### src/rtl/multi_cycle_ctl_pkg.sv
// multi_cycle_ctl_pkg: state codes, opcodes and datapath select encodings
// shared by the multi-cycle controller and its output decoder.
package multi_cycle_ctl_pkg;

    typedef enum logic [3:0] {
        IDLE    = 4'd0,
        FETCH   = 4'd1,
        DECODE  = 4'd2,
        MEMADR  = 4'd3,
        MEMRD   = 4'd4,
        MEMWB   = 4'd5,
        MEMWR   = 4'd6,
        EXEC    = 4'd7,
        RTYPEWB = 4'd8,
        BRANCH  = 4'd9,
        JUMP    = 4'd10
    } state_t;

    localparam logic [5:0] OP_R   = 6'b000000;
    localparam logic [5:0] OP_LW  = 6'b100011;
    localparam logic [5:0] OP_SW  = 6'b101011;
    localparam logic [5:0] OP_BEQ = 6'b000100;
    localparam logic [5:0] OP_J   = 6'b000010;

    localparam logic [1:0] ALU_ADD   = 2'b00;
    localparam logic [1:0] ALU_SUB   = 2'b01;
    localparam logic [1:0] ALU_FUNCT = 2'b10;

    localparam logic [1:0] SRCB_REG     = 2'b00;
    localparam logic [1:0] SRCB_FOUR    = 2'b01;
    localparam logic [1:0] SRCB_IMM     = 2'b10;
    localparam logic [1:0] SRCB_IMM_SH2 = 2'b11;

    localparam logic [1:0] PC_ALU    = 2'b00;
    localparam logic [1:0] PC_ALUOUT = 2'b01;
    localparam logic [1:0] PC_JUMP   = 2'b10;

    typedef struct packed {
        logic       pc_write;
        logic       pc_write_cond;
        logic       i_or_d;
        logic       mem_read;
        logic       mem_write;
        logic       ir_write;
        logic       mem_to_reg;
        logic       alu_src_a;
        logic       reg_write;
        logic       reg_dst;
        logic       instr_done;
        logic       illegal;
        logic [1:0] alu_op;
        logic [1:0] alu_src_b;
        logic [1:0] pc_source;
    } ctrl_t;

    function automatic logic op_legal(input logic [5:0] op);
        return op inside {OP_R, OP_LW, OP_SW, OP_BEQ, OP_J};
    endfunction

endpackage

### src/rtl/multi_cycle_ctl_dec.sv
// multi_cycle_ctl_dec: Moore output decode of the controller state; only the
// fetch strobes and the store completion are qualified by memory readiness.
module multi_cycle_ctl_dec
    import multi_cycle_ctl_pkg::*;
(
    input  state_t     state,
    input  logic       ready,
    input  logic [5:0] op,
    output ctrl_t      ctrl
);

    always_comb begin
        ctrl = '0;
        case (state)
            FETCH: begin
                ctrl.mem_read  = 1'b1;
                ctrl.alu_src_b = SRCB_FOUR;
                ctrl.alu_op    = ALU_ADD;
                ctrl.pc_source = PC_ALU;
                ctrl.pc_write  = ready;
                ctrl.ir_write  = ready;
            end
            DECODE: begin
                ctrl.alu_src_b = SRCB_IMM_SH2;
                ctrl.alu_op    = ALU_ADD;
                ctrl.illegal   = !op_legal(op);
            end
            MEMADR: begin
                ctrl.alu_src_a = 1'b1;
                ctrl.alu_src_b = SRCB_IMM;
                ctrl.alu_op    = ALU_ADD;
            end
            MEMRD: begin
                ctrl.mem_read = 1'b1;
                ctrl.i_or_d   = 1'b1;
            end
            MEMWB: begin
                ctrl.mem_to_reg = 1'b1;
                ctrl.reg_write  = 1'b1;
                ctrl.instr_done = 1'b1;
            end
            MEMWR: begin
                ctrl.mem_write  = 1'b1;
                ctrl.i_or_d     = 1'b1;
                ctrl.instr_done = ready;
            end
            EXEC: begin
                ctrl.alu_src_a = 1'b1;
                ctrl.alu_src_b = SRCB_REG;
                ctrl.alu_op    = ALU_FUNCT;
            end
            RTYPEWB: begin
                ctrl.reg_dst    = 1'b1;
                ctrl.reg_write  = 1'b1;
                ctrl.instr_done = 1'b1;
            end
            BRANCH: begin
                ctrl.alu_src_a     = 1'b1;
                ctrl.alu_src_b     = SRCB_REG;
                ctrl.alu_op        = ALU_SUB;
                ctrl.pc_write_cond = 1'b1;
                ctrl.pc_source     = PC_ALUOUT;
                ctrl.instr_done    = 1'b1;
            end
            JUMP: begin
                ctrl.pc_write   = 1'b1;
                ctrl.pc_source  = PC_JUMP;
                ctrl.instr_done = 1'b1;
            end
            default: ;
        endcase
    end

endmodule

### src/rtl/multi_cycle_ctl.sv
// multi_cycle_ctl: multi-cycle MIPS-style control FSM (state register and
// next-state logic). Define MULTI_CYCLE_CTL_MEM_WAIT_EN to honour mem_ready.
module multi_cycle_ctl
    import multi_cycle_ctl_pkg::*;
(
    input  logic       clk,
    input  logic       rst,
    input  logic [5:0] op,
    input  logic       mem_ready,
    output logic       PCWrite,
    output logic       PCWriteCond,
    output logic       IorD,
    output logic       MemRead,
    output logic       MemWrite,
    output logic       IRWrite,
    output logic       MemtoReg,
    output logic       ALUSrcA,
    output logic       RegWrite,
    output logic       RegDst,
    output logic       instr_done,
    output logic       illegal,
    output logic [1:0] ALUOp,
    output logic [1:0] ALUSrcB,
    output logic [1:0] PCSource,
    output logic [3:0] state
);

    state_t cur, nxt;
    logic   ready;
    ctrl_t  ctrl;

`ifdef MULTI_CYCLE_CTL_MEM_WAIT_EN
    assign ready = mem_ready;
`else
    // memory always completes in one cycle; the port is kept but has no effect
    assign ready = mem_ready | 1'b1;
`endif

    always_ff @(posedge clk or posedge rst) begin
        if (rst)
            cur <= IDLE;
        else
            cur <= nxt;
    end

    always_comb begin
        nxt = FETCH;
        case (cur)
            IDLE:    nxt = FETCH;
            FETCH:   nxt = ready ? DECODE : FETCH;
            DECODE:  nxt = (op == OP_R)                   ? EXEC   :
                           (op == OP_LW || op == OP_SW)   ? MEMADR :
                           (op == OP_BEQ)                 ? BRANCH :
                           (op == OP_J)                   ? JUMP   : FETCH;
            MEMADR:  nxt = (op == OP_LW) ? MEMRD : MEMWR;
            MEMRD:   nxt = ready ? MEMWB : MEMRD;
            MEMWB:   nxt = FETCH;
            MEMWR:   nxt = ready ? FETCH : MEMWR;
            EXEC:    nxt = RTYPEWB;
            RTYPEWB: nxt = FETCH;
            BRANCH:  nxt = FETCH;
            JUMP:    nxt = FETCH;
            default: nxt = FETCH;
        endcase
    end

    multi_cycle_ctl_dec u_dec (
        .state (cur),
        .ready (ready),
        .op    (op),
        .ctrl  (ctrl)
    );

    assign state       = cur;
    assign PCWrite     = ctrl.pc_write;
    assign PCWriteCond = ctrl.pc_write_cond;
    assign IorD        = ctrl.i_or_d;
    assign MemRead     = ctrl.mem_read;
    assign MemWrite    = ctrl.mem_write;
    assign IRWrite     = ctrl.ir_write;
    assign MemtoReg    = ctrl.mem_to_reg;
    assign ALUSrcA     = ctrl.alu_src_a;
    assign RegWrite    = ctrl.reg_write;
    assign RegDst      = ctrl.reg_dst;
    assign instr_done  = ctrl.instr_done;
    assign illegal     = ctrl.illegal;
    assign ALUOp       = ctrl.alu_op;
    assign ALUSrcB     = ctrl.alu_src_b;
    assign PCSource    = ctrl.pc_source;

endmodule

### config.mk
export PLATFORM = sky130hd
export DESIGN_NAME = multi_cycle_ctl
export DESIGN_NICKNAME = d
export VERILOG_FILES = /design/src/rtl/multi_cycle_ctl_pkg.sv /design/src/rtl/multi_cycle_ctl_dec.sv /design/src/rtl/multi_cycle_ctl.sv
export SDC_FILE = /design/constraint.sdc
export NUM_CORES = 1
export LEC_CHECK = 0
export CAP_MARGIN = 20
export CELL_PAD_IN_SITES_DETAIL_PLACEMENT = 0
export CELL_PAD_IN_SITES_GLOBAL_PLACEMENT = 1
export CORE_ASPECT_RATIO = 1.25
export CORE_MARGIN = 2
export CORE_UTILIZATION = 28
export CTS_CLUSTER_DIAMETER = 200
export DETAILED_ROUTE_END_ITERATION = 7
export MAX_ROUTING_LAYER = met4
export PLACE_DENSITY = 0.93
export SETUP_SLACK_MARGIN = 0.5
export SYNTH_ARGS = -nofsm -noshare
export SYNTH_HDL_FRONTEND = slang
export SYNTH_HIERARCHICAL = 1
export SYNTH_SLANG_ARGS = --single-unit
### constraint.sdc
create_clock -name clk -period 2.4 [get_ports clk]
set_clock_uncertainty 0.05 [all_clocks]
set_input_delay 0.36 -clock clk [delete_from_list [all_inputs] [get_ports clk]]
set_output_delay 0.36 -clock clk [all_outputs]
set_load 0.02 [all_outputs]
# Word level (Yosys, flattened, before mapping)
# Cells that the tools add are included.
# word_totals
reg_bits	4
latch_bits	0
mem_bits_rw	0
rom_bits	0
out_inout_bits	22
n_memories	0
# op_classes
add_sub_neg	0
n_mul	0
div_mod_pow	0
order_cmp	0
eq_ne	14
shift	0
muxes	20
bitwise_logic	0
n_reduce_logical	10
# ops
cell	n
$pmux 4 s5	2
$eq 4x3->1 const B	4
$mux 4	4
$eq 4x4->1 const B	3
$eq 6x6->1 const B	2
$mux 1	12
$eq 4x2->1 const B	2
$reduce_or 2->1	4
$eq 6x2->1 const B	1
$eq 6x3->1 const B	1
$logic_not 6->1	1
$reduce_bool 5->1	1
$reduce_or 5->1	1
$eq 4x1->1 const B	1
$pmux 2 s2	1
$reduce_or 3->1	1
$mux 2	1
$logic_not 1->1	1
$logic_or 1x1->1	1

# Depth between registers and ports, before layout
# Gate-level depths: netlist of run 1.
# depth
depth_word	6
mapped_depth	4
depth_no_buf	3

# Modules after synthesis
# Netlist of run 1, hierarchy kept.
# by_module_without_submodules
module	instances	cells_each	area_each_um2	seq_area_each_um2
multi_cycle_ctl_dec	1	38	305.3	0.0
multi_cycle_ctl	1	29	261.5	100.1

# Worst setup path before layout of run 1
# No wires, ideal clock.
# synth_timing
kind	reg2out
from	register cur[2] (netlist: state[2])
to	output ALUOp[0]
arrival_ns	1.421
slack_ns	0.569
stages_incl_launch_ff	5
path_buffers	2
cell_sequence	dfrtp_1 -> buf_6 -> nand2b_4 -> nor2_1 -> buf_4
# synth_via
elab_chain_len	2
elab_cells_between_ends	6
classes_between	eq/ne: 5; mux: 1
# synth_lines
element	line	rtl
start, declared	multi_cycle_ctl.sv:28	state_t cur, nxt;
start signal, assigned	multi_cycle_ctl.sv:43	cur <= nxt;
$eq 4x4->1 (tied with other cells)	multi_cycle_ctl_dec.sv:14	case (state)
$pmux 4 s5 (*)	multi_cycle_ctl_dec.sv:14	
end, declared	multi_cycle_ctl.sv:22	output logic [1:0] ALUOp,
# Mark *: on every way between the ends. The rest lies on a longest branch, timed or not.

# Worst setup path after layout of run 1
# layout_timing
from	register cur[0] (netlist: state[0])
to	output instr_done
# layout_via
elab_chain_len	3
elab_cells_between_ends	7
classes_between	eq/ne: 5; mux: 1; reduce/logical: 1
# layout_lines
element	line	rtl
$eq 4x3->1 / $eq 4x4->1 (equally long branches)	multi_cycle_ctl_dec.sv:14	
$reduce_or 5->1 (no source line) (*)	n/a	
$mux 1 (*)	multi_cycle_ctl_dec.sv:14	
end, declared	multi_cycle_ctl.sv:20	output logic instr_done,
# Marks and branches as above.

==> summary.md, run 1 <==
| Metric | Value |
|---|---|
| Final design utilization | 0.511 |
| DIE WIDTH | 44.2 um |
| Final instance area | about 990 sq um |
| Placed wire-length estimate | roughly 1200 um |
| Dpl cell area | 901 sq um |
| Final setup viols | 0 |
| Leading cell types in the layout, fill and taps excluded | buf_4, dlygate4sd2_1, nor2_1, buf_2 |
| H-tree lvl count | 1 |
| Crit Path Class | flop to output pin |
| CP Launch Point | state[0] |
| Final hold violations | 0 |
| First-pass GRT wire length | between 2000 and 3000 um |
| Clk sinks | 4 |
| Initial antenna violation count | 0 |
| CP Capture Type | output pin |
| RSZ-0062 raised after global routing | true |
| Max Slew Vio Count | 0 |
| Die height | about 54 um |
| Global Route Usage Sum | 0.143 |
| Routed WL per cell | 12.1 um |
| Rows | 18 |
| Worst r2r src | state[0] |
| Max FFs per register | 4 |
| Starting Density | 0.293 |
| Avg Inst Size Synth | 8.46 sq um |
| Post-route ant nets | 0 |
| Critical-path cell list | nor2b_1 -> a21boi_0 -> o22ai_1 -> clkdlybuf4s15_1 |
| Yosys top cell area share | 0.177 |
| Nets | 125 |
| WP buf/inv | 1 |
| Leakage dissipation | 0.471 nW |
| TritonCTS clock tree | built |
| Mapped cell area | 567 sq um |
| Die ar. | 0.00240 sq mm |
| Period utilization | 0.772 |
| FMAX | 0.540 GHz |
| PwrDens | between 1000 and 1500 mW/mm^2 |
| Clk_lat worst skew | 0.24 ns |
| Pin count of the biggest net entering global routing | 10 |
| Fin crit period | between 1.5 and 2 ns |
| Inst Count DP | about 120 |
| Share of cells above drive strength 1 | 0.395 |
| Root buf cell | clkbuf_4 |
| Max incr delay on CP | 0.47 ns |
| Worst vdd ir | 0.381 mV |
| Commonest non-fill, non-tap cell in the layout | buf_4 |
| Clk buf depth | 2 |
| Setup ws final | 0.547 ns |
| Hold WC Path Type | input pin to asynchronous set/reset pin |
| # IOs | 31 |
| FF+latch count, synth | 4 |
| Area grow syn2layout | 74.6% |
| CP max stage cell | dfrtp_2 |
| Synth area leader | dfrtp_1 |
| CTS Hold Bufs | 0 |
| Synth warnings | 6 |
| Max-cap viol count | 0 |
| # port buffers | 29 |
| Setup TNS | 0 ns |
| CP Data Required Time | 1.99 ns |
| Via density | 5.00 |
| Vias in the first global route | 617 |
| DRC viols | 0 |
| Setup crit start kind | flop |
| Synth cell types | 37 |
| Total routed wirelength | 1630 um |
| Synthesized netlist cell count | 67 |
| Antenna cells | 0 |
| Clk slew on worst S/H paths | 0.04 ns |
| Place WS | -0.0355 ns |
| 1st-pass router iterations | 4 |
| Initial DRC Count | 5 |
| Main area contributors after synthesis | dfrtp_1, nand2b_4, buf_6 |
| Status | completed |
| Fill cell count | 187 |
| Via count | 670 |
| CP arrival | 1.44 ns |
| Worst Path Max Fanout | 9 |
| TritonCTS buffer count | 3 |
| CORE AREA | slightly below 0.002 sq mm |
| Top Family by Delay on Critical Path | flip-flops |
| Seq/Total Area, Yosys | 0.177 |
| Final Instance Count excl. Fillers | 134 |
| Routability-driven placement congestion ratio | 0.786 |
| GR Overflow Total | 0 |
worst register-to-register path: stages, from the launching register on:
cell	delay [ns]
dfrtp_2	0.47
buf_4	0.18
or3_1	0.37
or3_1	0.31
a22oi_1	0.24
routing by layer:
metal,vias up,global-route usage,part of all wire
met1,307,0.144,0.39
li1,333,-,-
met3,6,0.00990,0.046
met2,24,0.279,0.53
met4,0,0.0657,0.031
met5,-,-,0
logic make-up (layout without fill, tap and decap cells):
group                     after synthesis  in the layout  share of synthesized area
AOI/OAI and AO/OA                      13             13                      0.181
xor gates and xnor gates                2              2                     0.0309
buffers and inverters                   8             53                      0.113
DFF                                     4              4                      0.177
muxes                                   2              2                     0.0375
other                                   1              3                    0.00662
and+or+nand+nor                        37             37                      0.455
final timing paths:
path | to | slack [ns] | cells after the start
setup reg to reg | state[1] | 0.68 | 4
max in group asynchronous | state[2] | 1.88 | 2
hold reg to reg | state[3] | 0.68 | 2
min in group clk | state[3] | 0.65 | 5
setup / recovery | instr_done | 0.55 | 4
hold / removal | state[0] | 0.26 | 2
report_power, final:
part           switching [mW]  total (mW)  internal (mW)
registers              0.0444       0.140         0.0955
logic                   0.384       0.767          0.383
clock network          0.0279      0.0838         0.0560
total                   0.456       0.991          0.535
final cells by class:
cell class                      instances  area [sq um]  share of cell area
Tap cell                               20          25.0              0.0253
Timing Repair Buffer                   48           400               0.405
Clock buffer                            3          22.5              0.0228
Sequential cell                         4           105               0.106
Inverter                                2          7.51             0.00759
Multi-Input combinational cell         57           429               0.434
timing repair:
item,in CTS,in global routing
endpoints found under the setup margin,22,8
pin swaps,2,0
gates resized for setup,49,10
setup buffers,10,0
metrics by stage:
stage,total power [mW],hold slack (ns)
after floorplan,0.604,0.0761
after global placement,0.854,0.496
after detailed placement,0.862,0.498
after CTS,1.01,0.252
after global routing,1.07,0.272
final,0.991,0.256
cells in the mapped netlist:
cell type	instances
xor2_1	1
o22a_1	2
conb_1	1
o41ai_1	1
nor3_1	2
and2_1	2
o32ai_1	1
nor2_1	8
nand2b_1	3
mux2i_1	1
a21boi_0	1
xnor2_1	1
nor3_2	1
nand2_1	3
nand3_1	1
a2111oi_2	1
nor2b_1	2
a211oi_1	1
mux2_2	1
nand4b_1	1
buf_6	3
and4bb_2	1
inv_1	2
a21oi_1	1
o21a_1	1
o22ai_1	2
or4b_1	1
o21ai_0	1
nor4b_2	1
buf_4	3
dfrtp_1	4
nor4_1	1
nand2b_4	4
nor3b_1	2
or3_1	2
or2_2	2
a22oi_1	1
No activity file was read; power rests on OpenSTA's default activity.
==> run 2, diff against run 1 <==
Settings changed: CORE_UTILIZATION 28 to 26, PLACE_DENSITY 0.93 to 0.87.
Clock period 2.4 ns to 1.91 ns, I/O delays scaled along.
==> summary.md, run 2 (same netlist as run 1, synthesis figures left out) <==
| Metric | Value |
|---|---|
| Top Family by Delay on Critical Path | flip-flops (unchanged) |
| Via count | 710 (was 670) |
| Final setup viols | 0 (unchanged) |
| Root buf cell | clkbuf_4 (unchanged) |
| Max incr delay on CP | 0.44 ns (was 0.47 ns) |
| Rows | 18 (unchanged) |
| Worst vdd ir | 0.895 mV (was 0.381 mV) |
| Inst Count DP | 130 (was 121) |
| CP Data Required Time | 1.57 ns (was 1.99 ns) |
| Hold slack final | 0.180 ns (was 0.256 ns) |
| Switching portion of total power | 0.436 (was 0.460) |
| Register share of total power | 0.090 (was 0.141) |
| Clk slew on worst S/H paths | 0.05 ns (was 0.04 ns) |
| RSZ-0062 raised after global routing | true (unchanged) |
| CORE AREA | 0.00203 sq mm (was 0.00194 sq mm) |
| CP max stage cell | dfrtp_2 (unchanged) |
| Internal | 1.03 mW (was 0.535 mW) |
| Clk buf depth | 2 (unchanged) |
| Post-route ant nets | 0 (unchanged) |
| Routability-driven placement congestion ratio | 0.748 (was 0.786) |
| Area grow syn2layout | 134% (was 74.6%) |
| Period utilization | 0.891 |
| Initial antenna violation count | 0 (unchanged) |
| Flop2flop setup slack | 0.28 ns (was 0.68 ns) |
| TritonCTS buffer count | 3 (unchanged) |
| Hold WC Path Type | input pin to asynchronous set/reset pin (unchanged) |
| RR Endpoint | state[1] (unchanged) |
| Fin crit period | between 1.5 and 2 ns |
| H-tree lvl count | 1 (unchanged) |
| Logic gate share of total power | 0.849 (was 0.774) |
| Max FFs per register | 4 (unchanged) |
| GR Overflow Total | 0 (unchanged) |
| Max-cap viol count | 0 (unchanged) |
| CP Capture Type | output pin (unchanged) |
| DIE WIDTH | 45.8 um (was 44.2 um) |
| Die ar. | 0.00257 sq mm (was 0.00240 sq mm) |
| Clk sinks | 4 (unchanged) |
| Placed wire-length estimate | 1350 um (was 1160 um) |
| # IOs | 31 (unchanged) |
| Pin count of the biggest net entering global routing | 13 (was 10) |
| Worst Path Max Fanout | 6 (was 9) |
| Vias in the first global route | 718 (was 617) |
| DRC viols | 0 (unchanged) |
| Setup crit start kind | flop (unchanged) |
| Critical-path cell list | buf_6 -> a2111oi_4 -> o21a_2 -> buf_6 (was nor2b_1 -> a21boi_0 -> o22ai_1 -> clkdlybuf4s15_1) |
| CTS Hold Bufs | 0 (unchanged) |
| Nets | 136 (was 125) |
| Commonest non-fill, non-tap cell in the layout | buf_6 (was buf_4) |
| Final Instance Count excl. Fillers | 145 (was 134) |
| Switch Pwr | 0.793 mW (was 0.456 mW) |
| Post-layout power | 1.82 mW (was 0.991 mW) |
| First-pass GRT wire length | 3330 um (was 2560 um) |
| Worst r2r src | state[3] (was state[0]) |
| # port buffers | 29 (unchanged) |
| Initial DRC Count | 17 (was 5) |
| 1st-pass router iterations | 4 (unchanged) |
| Routed WL per cell | 14.4 um (was 12.1 um) |
| Die height | 56.2 um (was 54.3 um) |
| Crit Path Class | flop to output pin (unchanged) |
| Top cell by count, worst path | buf_6 |
| Starting Density | 0.280 (was 0.293) |
| FMAX | 0.588 GHz |
| Global Route Usage Sum | 0.179 (was 0.143) |
| Leading cell types in the layout, fill and taps excluded | buf_6, buf_4, dlygate4sd2_1, nor2_4, nand2b_4 (was buf_4, dlygate4sd2_1, nor2_1, buf_2) |
| Final hold violations | 0 (unchanged) |
| R2R depth | 4 (unchanged) |
| Antenna cells | 0 (unchanged) |
| Share of cells above drive strength 1 | 0.768 (was 0.395) |
| Status | completed (unchanged) |
| Via density | 4.90 (was 5.00) |
| Leakage dissipation | 0.581 nW (was 0.471 nW) |
| CP arrival | 1.37 ns (was 1.44 ns) |
| Total routed wirelength | 2090 um (was 1630 um) |
| Clk network pwr share | 0.061 (was 0.085) |
| Max Slew Vio Count | 0 (unchanged) |
| WP buf/inv | 2 (was 1) |
| Clk_lat worst skew | 0.24 ns (about the same) |
| TritonCTS clock tree | built (unchanged) |
| PwrDens | 1370 mW/mm^2 (was 1000 mW/mm^2) |
## run 2: cell count changes in the layout (fill, tap and decap cells not counted), moves of 3 or more
cell,previous run,this run
nor2_4,0,6
buf_6,1,28
nor2_1,8,1
clkdlybuf4s50_1,4,1
buf_2,5,2
buf_8,0,3
dlygate4sd2_1,15,6
## run 2: how the worst max path moves through the flow
stage,start,end,slack (ns),depth (start not counted)
after floorplan,state[2],RegWrite,0.35,4
after global placement,op[1],illegal,-0.40,5
after detailed placement,op[2],illegal,-0.41,5
after CTS,state[3],illegal,0.20,4
after global routing,state[3],illegal,0.17,4
final,state[3],illegal,0.21,4
## run 2: worst register-to-register path: stages (launching register included)
cell and delay [ns]:
dfrtp_2 0.44, buf_4 0.18, or3_1 0.36, or3_1 0.33, a22oi_2 0.18
## run 2: per-stage QoR
stage / instance area (sq um) / setup TNS [ns] / util / worst slack [ns]
final: 1330 / 0 / 0.654 / 0.208
after global routing: 1330 / 0 / 0.654 / 0.166
after CTS: 1260 / 0 / 0.621 / 0.200
after detailed placement: 1030 / -0.419 / 0.510 / -0.406
after global placement: 1030 / -0.403 / 0.510 / -0.403
after floorplan: 648 / 0 / - / 0.345
## run 2: repair_timing
item,4_1_cts,5_1_grt
resized for setup,162,10
endpoints found under the setup margin,26,24
buffers inserted,8,4
pin swaps,8,3
## run 2: cell type report
type                       instances  area, sq um
sequential                         4          105
tap                               20         25.0
multi-input combinational         57          577
clock buffer                       3         22.5
inverter                           2         7.51
timing repair buffer              59          588
fill                             183          702
## run 2: power groups by stage
| stage | combinational, mW | clock (mW) | sequential [mW] |
|---|---|---|---|
| 3_5_place_dp | 1.09 | 0 | 0.174 |
| 2_1_floorplan | 0.664 | 0 | 0.198 |
| 4_1_cts | 1.41 | 0.116 | 0.161 |
| 6_report | 1.54 | 0.111 | 0.164 |
| 3_3_place_gp | 1.08 | 0 | 0.174 |
| 5_1_grt | 1.63 | 0.122 | 0.168 |
## run 2: routing by layer
| metal | track usage | share of wire |
|---|---|---|
| met4 | 0.0327 | 0 |
| met5 | - | 0 |
| met2 | 0.324 | 0.57 |
| met3 | 0.0357 | 0.060 |
| met1 | 0.193 | 0.37 |
==> run 3, diff against run 2 <==
Settings changed: SETUP_SLACK_MARGIN 0.5 to 0.15.
==> summary.md, run 3 (same netlist as run 1, synthesis figures left out) <==
| Metric | Value |
|---|---|
| Status | completed (unchanged) |
| FF/Latch Area | 105 sq um (unchanged) |
| Routed WL per cell | 12.3 um (was 14.4 um) |
| Max-cap viol count | 0 (unchanged) |
| Total routed wirelength | 1680 um (was 2090 um) |
| Max Slew Vio Count | 0 (unchanged) |
| Final setup viols | 0 (unchanged) |
| TritonCTS clock tree | built (unchanged) |
| Post-route ant nets | 0 (unchanged) |
| Met2 WL post-DR | 937 um (was 1180 um) |
| Nets | 127 (was 136) |
| Leakage dissipation | 0.490 nW (was 0.581 nW) |
| Max FFs per register | 4 (unchanged) |
| Via count | 669 (was 710) |
| Period utilization | 0.931 (was 0.891) |
| Max incr delay on CP | 0.53 ns (was 0.44 ns) |
| Initial DRC Count | 9 (was 17) |
| Final hold violations | 0 (unchanged) |
| Die ar. | 0.00257 sq mm (unchanged) |
| Clk slew on worst S/H paths | 0.04 ns (was 0.05 ns) |
| Via density | 4.92 (was 4.90) |
| Fill cell count | 196 (was 183) |
| Hold slack final | 0.186 ns (was 0.180 ns) |
| Rows | 18 (unchanged) |
| Pin count of the biggest net entering global routing | 11 (was 13) |
| Global Route Usage Sum | 0.140 (was 0.179) |
| First-pass GRT wire length | 2660 um (was 3330 um) |
| Initial antenna violation count | 0 (unchanged) |
| R2R depth | 4 (unchanged) |
| CP Data Required Time | 1.57 ns (about the same) |
| DRC viols | 0 (unchanged) |
| H-tree lvl count | 1 (unchanged) |
| Vias in the first global route | 636 (was 718) |
| CP Capture Type | output pin (unchanged) |
| Starting Density | 0.280 (unchanged) |
| Setup crit start kind | input pin (was flop) |
| Routability-driven placement congestion ratio | 0.770 (was 0.748) |
| Crit Path Class | input pin to output pin (was flop to output pin) |
| 1st-pass router iterations | 4 (unchanged) |
| Final instance area | 0.00102 sq mm (was 0.00133 sq mm) |
| Commonest non-fill, non-tap cell in the layout | buf_4 (was buf_6) |
| Worst r2r src | state[3] (unchanged) |
| FMAX | 0.562 GHz (was 0.588 GHz) |
| Antenna cells | 0 (unchanged) |
| # IOs | 31 (unchanged) |
| PwrDens | 1220 mW/mm^2 (was 1370 mW/mm^2) |
| Top sig layer | met4 (was met3) |
| DIE WIDTH | 45.8 um (unchanged) |
| Critical-path cell list | clkdlybuf4s50_1 -> nor4_4 -> a2111oi_4 -> o21a_1 -> buf_6 (was buf_6 -> a2111oi_4 -> o21a_2 -> buf_6) |
| Root buf cell | clkbuf_4 (unchanged) |
| Hold WC Path Type | input pin to asynchronous set/reset pin (unchanged) |
| Dpl cell area | 976 sq um (was 0.00103 sq mm) |
| Area grow syn2layout | 79.5% (was 134%) |
| Multi-input gate area | 459 sq um (was 577 sq um) |
| Clk buf depth | 2 (unchanged) |
| Placed wire-length estimate | 1260 um (was 1350 um) |
| Post-layout power | 1.24 mW (was 1.82 mW) |
| Share of cells above drive strength 1 | 0.534 (was 0.768) |
| Die height | 56.2 um (unchanged) |
| Worst vdd ir | 0.526 mV (was 0.895 mV) |
| Leading cell types in the layout, fill and taps excluded | buf_4, nor2_1, buf_2, clkbuf_2, dlygate4sd2_1 (was buf_6, buf_4, dlygate4sd2_1, nor2_4, nand2b_4) |
| CORE AREA | 0.00203 sq mm (unchanged) |
| Clk sinks | 4 (unchanged) |
| # port buffers | 29 (unchanged) |
| RR Endpoint | state[1] (unchanged) |
| Worst Path Max Fanout | 2 (was 6) |
| TritonCTS buffer count | 3 (unchanged) |
| RSZ-0062 raised after global routing | true (unchanged) |
| Flop2flop setup slack | 0.22 ns (was 0.28 ns) |
| GR Overflow Total | 0 (unchanged) |
| Metal3 WL | 85 um (was 125 um) |
| DRT met1 WL | 638 um (was 780 um) |
| Clk_lat worst skew | 0.24 ns (about the same) |
| Fin crit period | 1.78 ns (was 1.70 ns) |
| CP max stage cell | clkdlybuf4s50_1 (was dfrtp_2) |
| CP arrival | 1.44 ns (was 1.37 ns) |
-- run 3: worst max path at each step --
stage	startpoint	end	slack [ns]	depth (start not counted)
finish	op[5]	illegal	0.13	5
global route	op[5]	illegal	0.09	5
CTS	op[0]	illegal	0.09	5
detailed placement	op[2]	illegal	-0.40	5
global placement	op[1]	illegal	-0.39	5
floorplan	state[2]	ALUOp[0]	0.15	4
-- run 3: worst max-delay path, delay by kind of cell --
family | cells | cell delay, ns
AND/OR/NAND/NOR | 1 | 0.07
buffers and inverters | 2 | 0.65
AO/OA/AOI/OAI | 2 | 0.45
-- run 3: through the flow --
step / setup TNS [ns] / utilization / setup WS, ns / instances
global placement: -0.468 / 0.481 / -0.386 / 131
CTS: 0 / 0.476 / 0.0852 / 134
floorplan: 0 / - / 0.153 / 69
global route: 0 / 0.502 / 0.0927 / 136
finish: 0 / 0.502 / 0.132 / 136
detailed placement: -0.544 / 0.481 / -0.397 / 131
-- run 3: cell type report --
type / count / share of cell area
Sequential cell: 4 / 0.103
Timing Repair Buffer: 50 / 0.391
Multi-Input combinational cell: 57 / 0.451
Clock buffer: 3 / 0.0221
Tap cell: 20 / 0.0246
Inverter: 2 / 0.00738
-- run 3: repair_timing --
action	in CTS	in global routing
setup buffers	0	2
endpoints found under the setup margin	22	14
resized for setup	70	21
pin swaps	1	2
hold buffers	0	0
-- run 3: per-layer routing --
| layer | global-route usage | vias up |
|---|---|---|
| li1 | - | 333 |
| met1 | 0.154 | 310 |
| met2 | 0.233 | 24 |
| met3 | 0.0292 | 2 |
| met4 | 0.0612 | 0 |
| met5 | - | - |
-- run 3: power breakdown --
| part | internal [mW] | total (mW) | switching (mW) |
|---|---|---|---|
| Sequential | 0.120 | 0.181 | 0.0605 |
| Combinational | 0.472 | 0.957 | 0.485 |
| Clock | 0.0703 | 0.105 | 0.0346 |
| Total | 0.663 | 1.24 | 0.580 |
